$ cat src/rtl/change_dispenser.sv
// Coin change dispenser: splits a multiple-of-5 kurus amount into 25/10/5 coin
// commands, one per hopper handshake, with every output driven from a register.
module change_dispenser (
  input  logic       clock,
  input  logic       reset,
  input  logic       start,
  input  logic [7:0] amount,
  input  logic       hopperReady,
  output logic       fiveKurusOut,
  output logic       tenKurusOut,
  output logic       twentyFiveKurusOut,
  output logic       busy,
  output logic       done,
  output logic       error,
  output logic [5:0] coinCount
);

  typedef enum logic [1:0] {IDLE, SELECT, PULSE, DONE} state_t;

  state_t     state, state_nxt;
  logic [7:0] remaining, remaining_nxt;
  logic [5:0] count_nxt;
  logic       five_nxt, ten_nxt, twenty_five_nxt;
  logic       busy_nxt, done_nxt, error_nxt;
  logic       amount_ok;

  assign amount_ok = ((amount % 8'd5) == 8'd0);

  always_comb begin
    state_nxt       = state;
    remaining_nxt   = remaining;
    count_nxt       = coinCount;
    five_nxt        = 1'b0;
    ten_nxt         = 1'b0;
    twenty_five_nxt = 1'b0;
    error_nxt       = 1'b0;
    case (state)
      IDLE: begin
        if (start) begin
          if (!amount_ok) begin
            error_nxt = 1'b1;
          end else if (amount == 8'd0) begin
            count_nxt = 6'd0;
            state_nxt = DONE;
          end else begin
            remaining_nxt = amount;
            count_nxt     = 6'd0;
            state_nxt     = SELECT;
          end
        end
      end
      SELECT: begin
        // Greedy selection; remaining is always a nonzero multiple of 5 here.
        if (hopperReady) begin
          state_nxt = PULSE;
          count_nxt = coinCount + 6'd1;
          if (remaining >= 8'd25) begin
            twenty_five_nxt = 1'b1;
            remaining_nxt   = remaining - 8'd25;
          end else if (remaining >= 8'd10) begin
            ten_nxt       = 1'b1;
            remaining_nxt = remaining - 8'd10;
          end else if (remaining >= 8'd5) begin
            five_nxt      = 1'b1;
            remaining_nxt = remaining - 8'd5;
          end else begin
            count_nxt     = coinCount;
            remaining_nxt = 8'd0;
            state_nxt     = DONE;
          end
        end
      end
      PULSE: begin
        state_nxt = (remaining != 8'd0) ? SELECT : DONE;
      end
      DONE: begin
        state_nxt = IDLE;
      end
      default: begin
        state_nxt = IDLE;
      end
    endcase
  end

  assign busy_nxt = (state_nxt != IDLE);
  assign done_nxt = (state_nxt == DONE);

  always_ff @(posedge clock or negedge reset) begin
    if (!reset) begin
      state              <= IDLE;
      remaining          <= 8'd0;
      coinCount          <= 6'd0;
      fiveKurusOut       <= 1'b0;
      tenKurusOut        <= 1'b0;
      twentyFiveKurusOut <= 1'b0;
      busy               <= 1'b0;
      done               <= 1'b0;
      error              <= 1'b0;
    end else begin
      state              <= state_nxt;
      remaining          <= remaining_nxt;
      coinCount          <= count_nxt;
      fiveKurusOut       <= five_nxt;
      tenKurusOut        <= ten_nxt;
      twentyFiveKurusOut <= twenty_five_nxt;
      busy               <= busy_nxt;
      done               <= done_nxt;
      error              <= error_nxt;
    end
  end

endmodule
$ cat config.mk
export PLATFORM = sky130hd
export DESIGN_NAME = change_dispenser
export DESIGN_NICKNAME = d
export VERILOG_FILES = /design/src/rtl/change_dispenser.sv
export SDC_FILE = /design/constraint.sdc
export NUM_CORES = 1
export LEC_CHECK = 0
export CAP_MARGIN = 20
export CORE_UTILIZATION = 55
export CTS_CLUSTER_DIAMETER = 50
export DETAILED_ROUTE_END_ITERATION = 8
export GPL_TIMING_DRIVEN = 1
export PLACE_DENSITY_LB_ADDON = 0.1
export RECOVER_POWER = 50
export SLEW_MARGIN = 15
export SYNTH_ARGS = -nofsm -noshare
export SYNTH_HDL_FRONTEND = slang
export SYNTH_SLANG_ARGS = --single-unit
$ cat constraint.sdc
create_clock -name clock -period 3.4 [get_ports clock]
set_input_delay 0.51 -clock clock [delete_from_list [all_inputs] [get_ports clock]]
set_output_delay 0.51 -clock clock [all_outputs]
set_load 0.05 [all_outputs]
## Word level (Yosys, flattened, before mapping)

Index checks and enable logic that the tools add are counted.

| word-level totals | value |
|---|---|
| bits in registers | 22 |
| latch bits | 0 |
| bits in writable memories | 0 |
| ROM bits | 0 |
| input port bits | 12 |
| output and inout port bits | 12 |
| memories kept | 0 |

| operators by class | value |
|---|---|
| $add $sub $neg | 4 |
| multiply operators | 0 |
| divide/modulo/power cells | 1 |
| order comparisons | 3 |
| equal/unequal tests | 9 |
| shift operators | 0 |
| multiplexer cells | 39 |
| bitwise logic cells | 0 |
| reductions and logical operators | 8 |

Operators with widths:

| operator | count |
|---|---|
| 8-bit two-way mux | 7 |
| 6-bit two-way mux | 6 |
| 1-bit two-way mux | 18 |
| 8-bit zero test | 2 |
| 8-bit one-hot mux with 2 select lines | 1 |
| 6-bit one-hot mux with 2 select lines | 1 |
| 2-bit two-way mux | 5 |
| 5-bit AND reduction | 2 |
| 8-bit by 3-bit greater-or-equal comparator with 1-bit output, second input constant | 1 |
| 8-bit by 4-bit greater-or-equal comparator with 1-bit output, second input constant | 1 |
| 8-bit by 5-bit greater-or-equal comparator with 1-bit output, second input constant | 1 |
| 8-bit by 3-bit remainder unit with 8-bit output, second input constant | 1 |
| 2-bit != test, second input constant | 4 |
| 2-bit one-hot mux with 4 select lines | 1 |
| 8-bit nonzero test | 1 |
| 8-bit by 3-bit subtractor with 8-bit output, second input constant | 1 |
| 8-bit by 4-bit subtractor with 8-bit output, second input constant | 1 |
| 8-bit by 5-bit subtractor with 8-bit output, second input constant | 1 |
| 6-bit by 1-bit adder with 6-bit output, second input constant | 1 |
| 2-bit equality test, second input constant | 3 |
| 4-bit != test, second input constant | 1 |
| 2-bit nonzero test | 2 |
| 2-bit by 1-bit equality test with 1-bit output, second input constant | 1 |
| 2-bit zero test | 1 |

## Logic depth before layout (Yosys ltp)

| depth | value |
|---|---|
| depth in word-level cells | 7 |
| depth in mapped cells | 13 |
| mapped depth without buffers | 11 |

## Worst setup path before layout

No wires, ideal clock.

| timing path | value |
|---|---|
| kind | input-to-reg |
| start point | input amount[7] |
| end point | register busy |
| setup time | 0.139 ns |
| data arrival time | 3.037 ns |
| data required time | 3.261 ns |
| slack | 0.224 ns |
| stages on the path | 13 |
| path through | buf_6 > or3b_1 > buf_2 > o22ai_1 > o32a_1 > nor2_1 > ha_1 > nor2_1 > o32ai_1 > o311a_1 > o211ai_2 > nor2_2 > or4_1 |

| on the way | value |
|---|---|
| word-level cells in the longest chain between the ends | 6 |
| elaborated cells on any way between the ends | 8 |

Ends and longest elaborated chain:

| item | RTL line | RTL |
|---|---|---|
| start, declared | 7 | `input logic [7:0] amount,` |
| 8-bit by 3-bit remainder unit with 8-bit output or 8-bit zero test (tied branches) | 27, 42 |  |
| 8-bit zero test or 2-bit two-way mux (tied branches) | 27, 42 |  |
| 2-bit two-way mux (*) | 40 | `if (!amount_ok) begin` |
| 2-bit two-way mux (*) | 39 | `if (start) begin` |
| 2-bit one-hot mux with 4 select lines (*) | 37 | `case (state)` |
| 2-bit nonzero test (*) | 85 | `assign busy_nxt = (state_nxt != IDLE);` |
| net busy_nxt | 24 | `logic busy_nxt, done_nxt, error_nxt;` |
| end signal, assigned | 106 | `busy <= busy_nxt;` |
| end, declared | 12 | `output logic busy,` |

The timed path passes the listed nets; every way through them passes the cells marked *.
A chain may end at the register's enable or synchronous reset.

## Worst setup path in the final report

| timing path | value |
|---|---|
| start point | input amount[7] |
| end point | register remaining[7] |

| on the way | value |
|---|---|
| word-level cells in the longest chain between the ends | 4 |
| elaborated cells on any way between the ends | 10 |

Ends and longest elaborated chain:

| item | RTL line | RTL |
|---|---|---|
| 8-bit by 3-bit remainder unit with 8-bit output or 8-bit two-way mux (tied branches) | 27, 42 |  |
| 8-bit zero test or 8-bit two-way mux (tied branches) | 27, 40 |  |
| 2-bit != test (no source line) or 8-bit two-way mux (tied branches) | n/a |  |
| 5-bit AND reduction (no source line) or 8-bit one-hot mux with 2 select lines (tied branches) | n/a |  |
| end signal, assigned | 101 | `remaining <= remaining_nxt;` |
| end, declared | 21 | `logic [7:0] remaining, remaining_nxt;` |

Parallel ways exist; a longest one is shown, timed or not. The select of a mux whose other input is x is not followed.

==> run metrics <==
multiplexer area fraction after synthesis 2.45%; hold_sp coinCount[5]; Leak 1.21 nW; XOR/XNOR Fraction of Synth Area 5.93%; die area 4250 sq um; area leader, netlist dfrtp_1; synthesized cell area 2190 sq um; ANT nets after route 0; Rows 22; Slew HR 58.5%; hold crit path type reg2reg; max-slew violation count 0; Seq pwr share 28.5%; switch share 47.2%; core area 3740 sq um; Initial DRC Count 196; total of max-cap violations 0; via count 2229; DRC 0; reg2reg end remaining[5]; Die H 65.2 um; initial antenna violation count 0; Final Hold Fails 0; Worst Hold End coinCount[5]; Net Sw Power 0.000816 W; slowest library cell on the worst path or3b_2; max frequency 0.305 GHz; Max clock buf depth 2; Die W 65.2 um; Layout area overhead 26.4%; status completed; RD Place Congestion 0.885; clock group share of total power 14.3%; unrepaired setup endpoints after global routing no; Cells after Synth 268; R2R cell count 9; # setup viols final 0; mean post-synth cell area 8.19 sq um; Hold WS 0.562 ns; clock latency on the worst-skew pair 0.27 ns; synth top area cells dfrtp_1 25%, ha_1 6.3%, a21oi_1 4.3%; Routed WL 5890 um; kind of critical path in2reg; diode count 0; gr ovfl total 0; Ys Warns 0; TritonCTS clock tree built; DR pass1 iterations 4; CTS H-tree depth 1; FF-to-FF Start remaining[0]; Synth Flop Type dfrtp_1; Max Clock Skew 0.000864 ns; worst-margin pin slew 0.623 ns; total negative slack 0 ns; Yosys top cell area share 25.1%; Net count, final 340; Peak supply drop 0.000366 V; Crit. End Element flip-flop; Sink Count 22; Cell Int Power 0.000914 W; total CTS buffers 3; vias per cell 6.12; Worst path max stage delay 0.47 ns; dpl hpwl 4400 um; sequential share of the synthesized area 25.1%; P per Cell Area 624 nW/um^2; ys async rst share 100%; gr usage total 29.3%; Crit Path Max Fanout 5; port bufs 23; compound-cell area share of the yosys netlist 25.4%; Seq cells post-synth 22; hold depth 2; Post-Synth Simple-Gate Area 29.4%; vias in the first global route 2167; area share of fa/ha/maj cells after synthesis 6.27%; initial core utilization 58.6%; ratio of final minimum period to clock period 96.4%; clock slew at reported path FFs 0.08 ns; Worst EP arrival 3.44 ns; first-pass GRT wire length 9800 um; Worst EP required 3.56 ns; Tmin final 3.28 ns; Combinational Power Share 57.2%; clock root buffer clkbuf_8; wire length per cell 16.2 um; Setup crit start kind primary input; largest net degree at the start of global routing 23; io pins 24; Post-synth EDFFs 0; share of layout cells above drive strength 1 18.7%; main combinational cell family by area after synthesis simple AND/OR/NAND/NOR gates; syn nets 291; Netlist cell types 70; critical path cell sequence clkdlybuf4s50_1 > or3b_2 > a21oi_1 > o32a_1 > nor2_2 > ha_1 > o32ai_1 > o311a_1 > o211ai_4 > o21ai_2 > mux2_2; R2R Setup Slk 0.57 ns
## flip-flops by register name, indices dropped and copies added (netlist names)
signal	cells
tenKurusOut	1
coinCount	6
error	1
state	2
twentyFiveKurusOut	1
remaining	8
done	1
busy	1
fiveKurusOut	1
## placed cells by master (no fill, tap or decap), drive strengths merged, types with 4 or more instances in the layout
| cell type | n |
|---|---|
| a31oi | 4 |
| clkdlybuf4s50 | 14 |
| a21oi | 20 |
| dlygate4sd3 | 5 |
| a211oi | 5 |
| clkbuf | 6 |
| nor2 | 25 |
| xor2 | 7 |
| o21ai | 13 |
| ha | 11 |
| xnor2 | 7 |
| nor3 | 6 |
| buf | 32 |
| nand2b | 8 |
| dfrtp | 22 |
| and3 | 4 |
| nor3b | 4 |
| and2 | 4 |
| and3b | 4 |
| nand4 | 4 |
| nand2 | 18 |
| nand3 | 8 |
| inv | 11 |
| o211ai | 4 |
| o221ai | 5 |
| nor2b | 7 |
## critical path: cells and delay by family
family	cells	cell delay, ns
mux	1	0.37
fa+ha+maj	1	0.22
simple gates	2	0.54
compound gates	6	1.35
buf+inv	1	0.44
## cell usage after synthesis (all sizes together) (2+ instances only)
library cell,count
nor2,25
and3b,4
o31a,3
mux2,3
o22ai,3
o211ai,4
nand4,4
nor4,2
and2,4
inv,11
clkbuf,6
and3,4
nand3,8
or3,3
a211oi,5
ha,11
a21oi,20
o311ai,2
o32a,3
nand2,18
o32ai,2
or2,2
or4,2
nor3b,4
xor2,7
o21ai,13
mux2i,2
a31oi,4
o221ai,5
buf,8
or3b,2
dfrtp,22
a41oi,2
nand3b,2
nand2b,8
xnor2,7
nor2b,7
nor3,6
## repair_timing
action / in CTS / in global routing
endpoints found under the setup margin: 8 / 15
gates resized for setup: 4 / 7
pin swaps: 0 / 4
setup buffers: 0 / 2
hold buffers: 0 / 0
## power by group through the flow
stage               logic (W)  clock network [W]  registers (W)
detailed placement   0.000959                  0       0.000495
global placement     0.000941                  0       0.000492
floorplan            0.000658                  0       0.000511
CTS                  0.000973           0.000247       0.000491
global route          0.00109           0.000258       0.000509
finish               0.000990           0.000247       0.000493
## metal layers
metal	track usage (%)	up-vias	share of wire, %
li1	-	1101	-
met1	38.2	1050	45
met2	50.6	62	50
met3	4.17	16	3.8
met4	7.07	0	1.6
met5	0	-	0
## final cells by class
cell class	count	area (sq um)
clock buffers	3	41.3
clock inverters	1	30.0
fillers	308	970
inverters	11	41.3
multi-input cells	221	1560
flip-flops and latches	22	551
well taps	48	60.1
repair buffers	58	488
## cells by family (layout without fill, tap and decap cells)
kind of cell	after synthesis	count (layout)
multiplexers	5	5
adder cells (fa/ha/maj)	11	11
AO/OA/AOI/OAI	79	79
flip-flops	22	22
AND/OR/NAND/NOR	112	112
buffers and inverters	25	73
XOR/XNOR	14	14
## per-stage QoR
stage                     utilization (%)  setup WS (ns)  area, sq um  cells  total power [W]
after floorplan                         -          0.224         2190    268          0.00117
after global placement               70.7         -0.294         2650    357          0.00143
after detailed placement             70.7         -0.452         2650    357          0.00145
after CTS                            72.9         0.0227         2730    361          0.00171
after global routing                 74.1         0.0156         2770    364          0.00186
final                                74.1          0.121         2770    364          0.00173
## worst max path at each step
stage	startpoint	end	slack [ns]	depth (start not counted)
after floorplan	amount[7]	busy	0.22	13
after global placement	amount[2]	busy	-0.29	12
after detailed placement	amount[2]	busy	-0.45	12
after CTS	amount[4]	remaining[7]	0.02	12
after global routing	amount[7]	remaining[4]	0.02	11
final	amount[7]	remaining[7]	0.12	11
No activity file was read; power rests on OpenSTA's default activity.
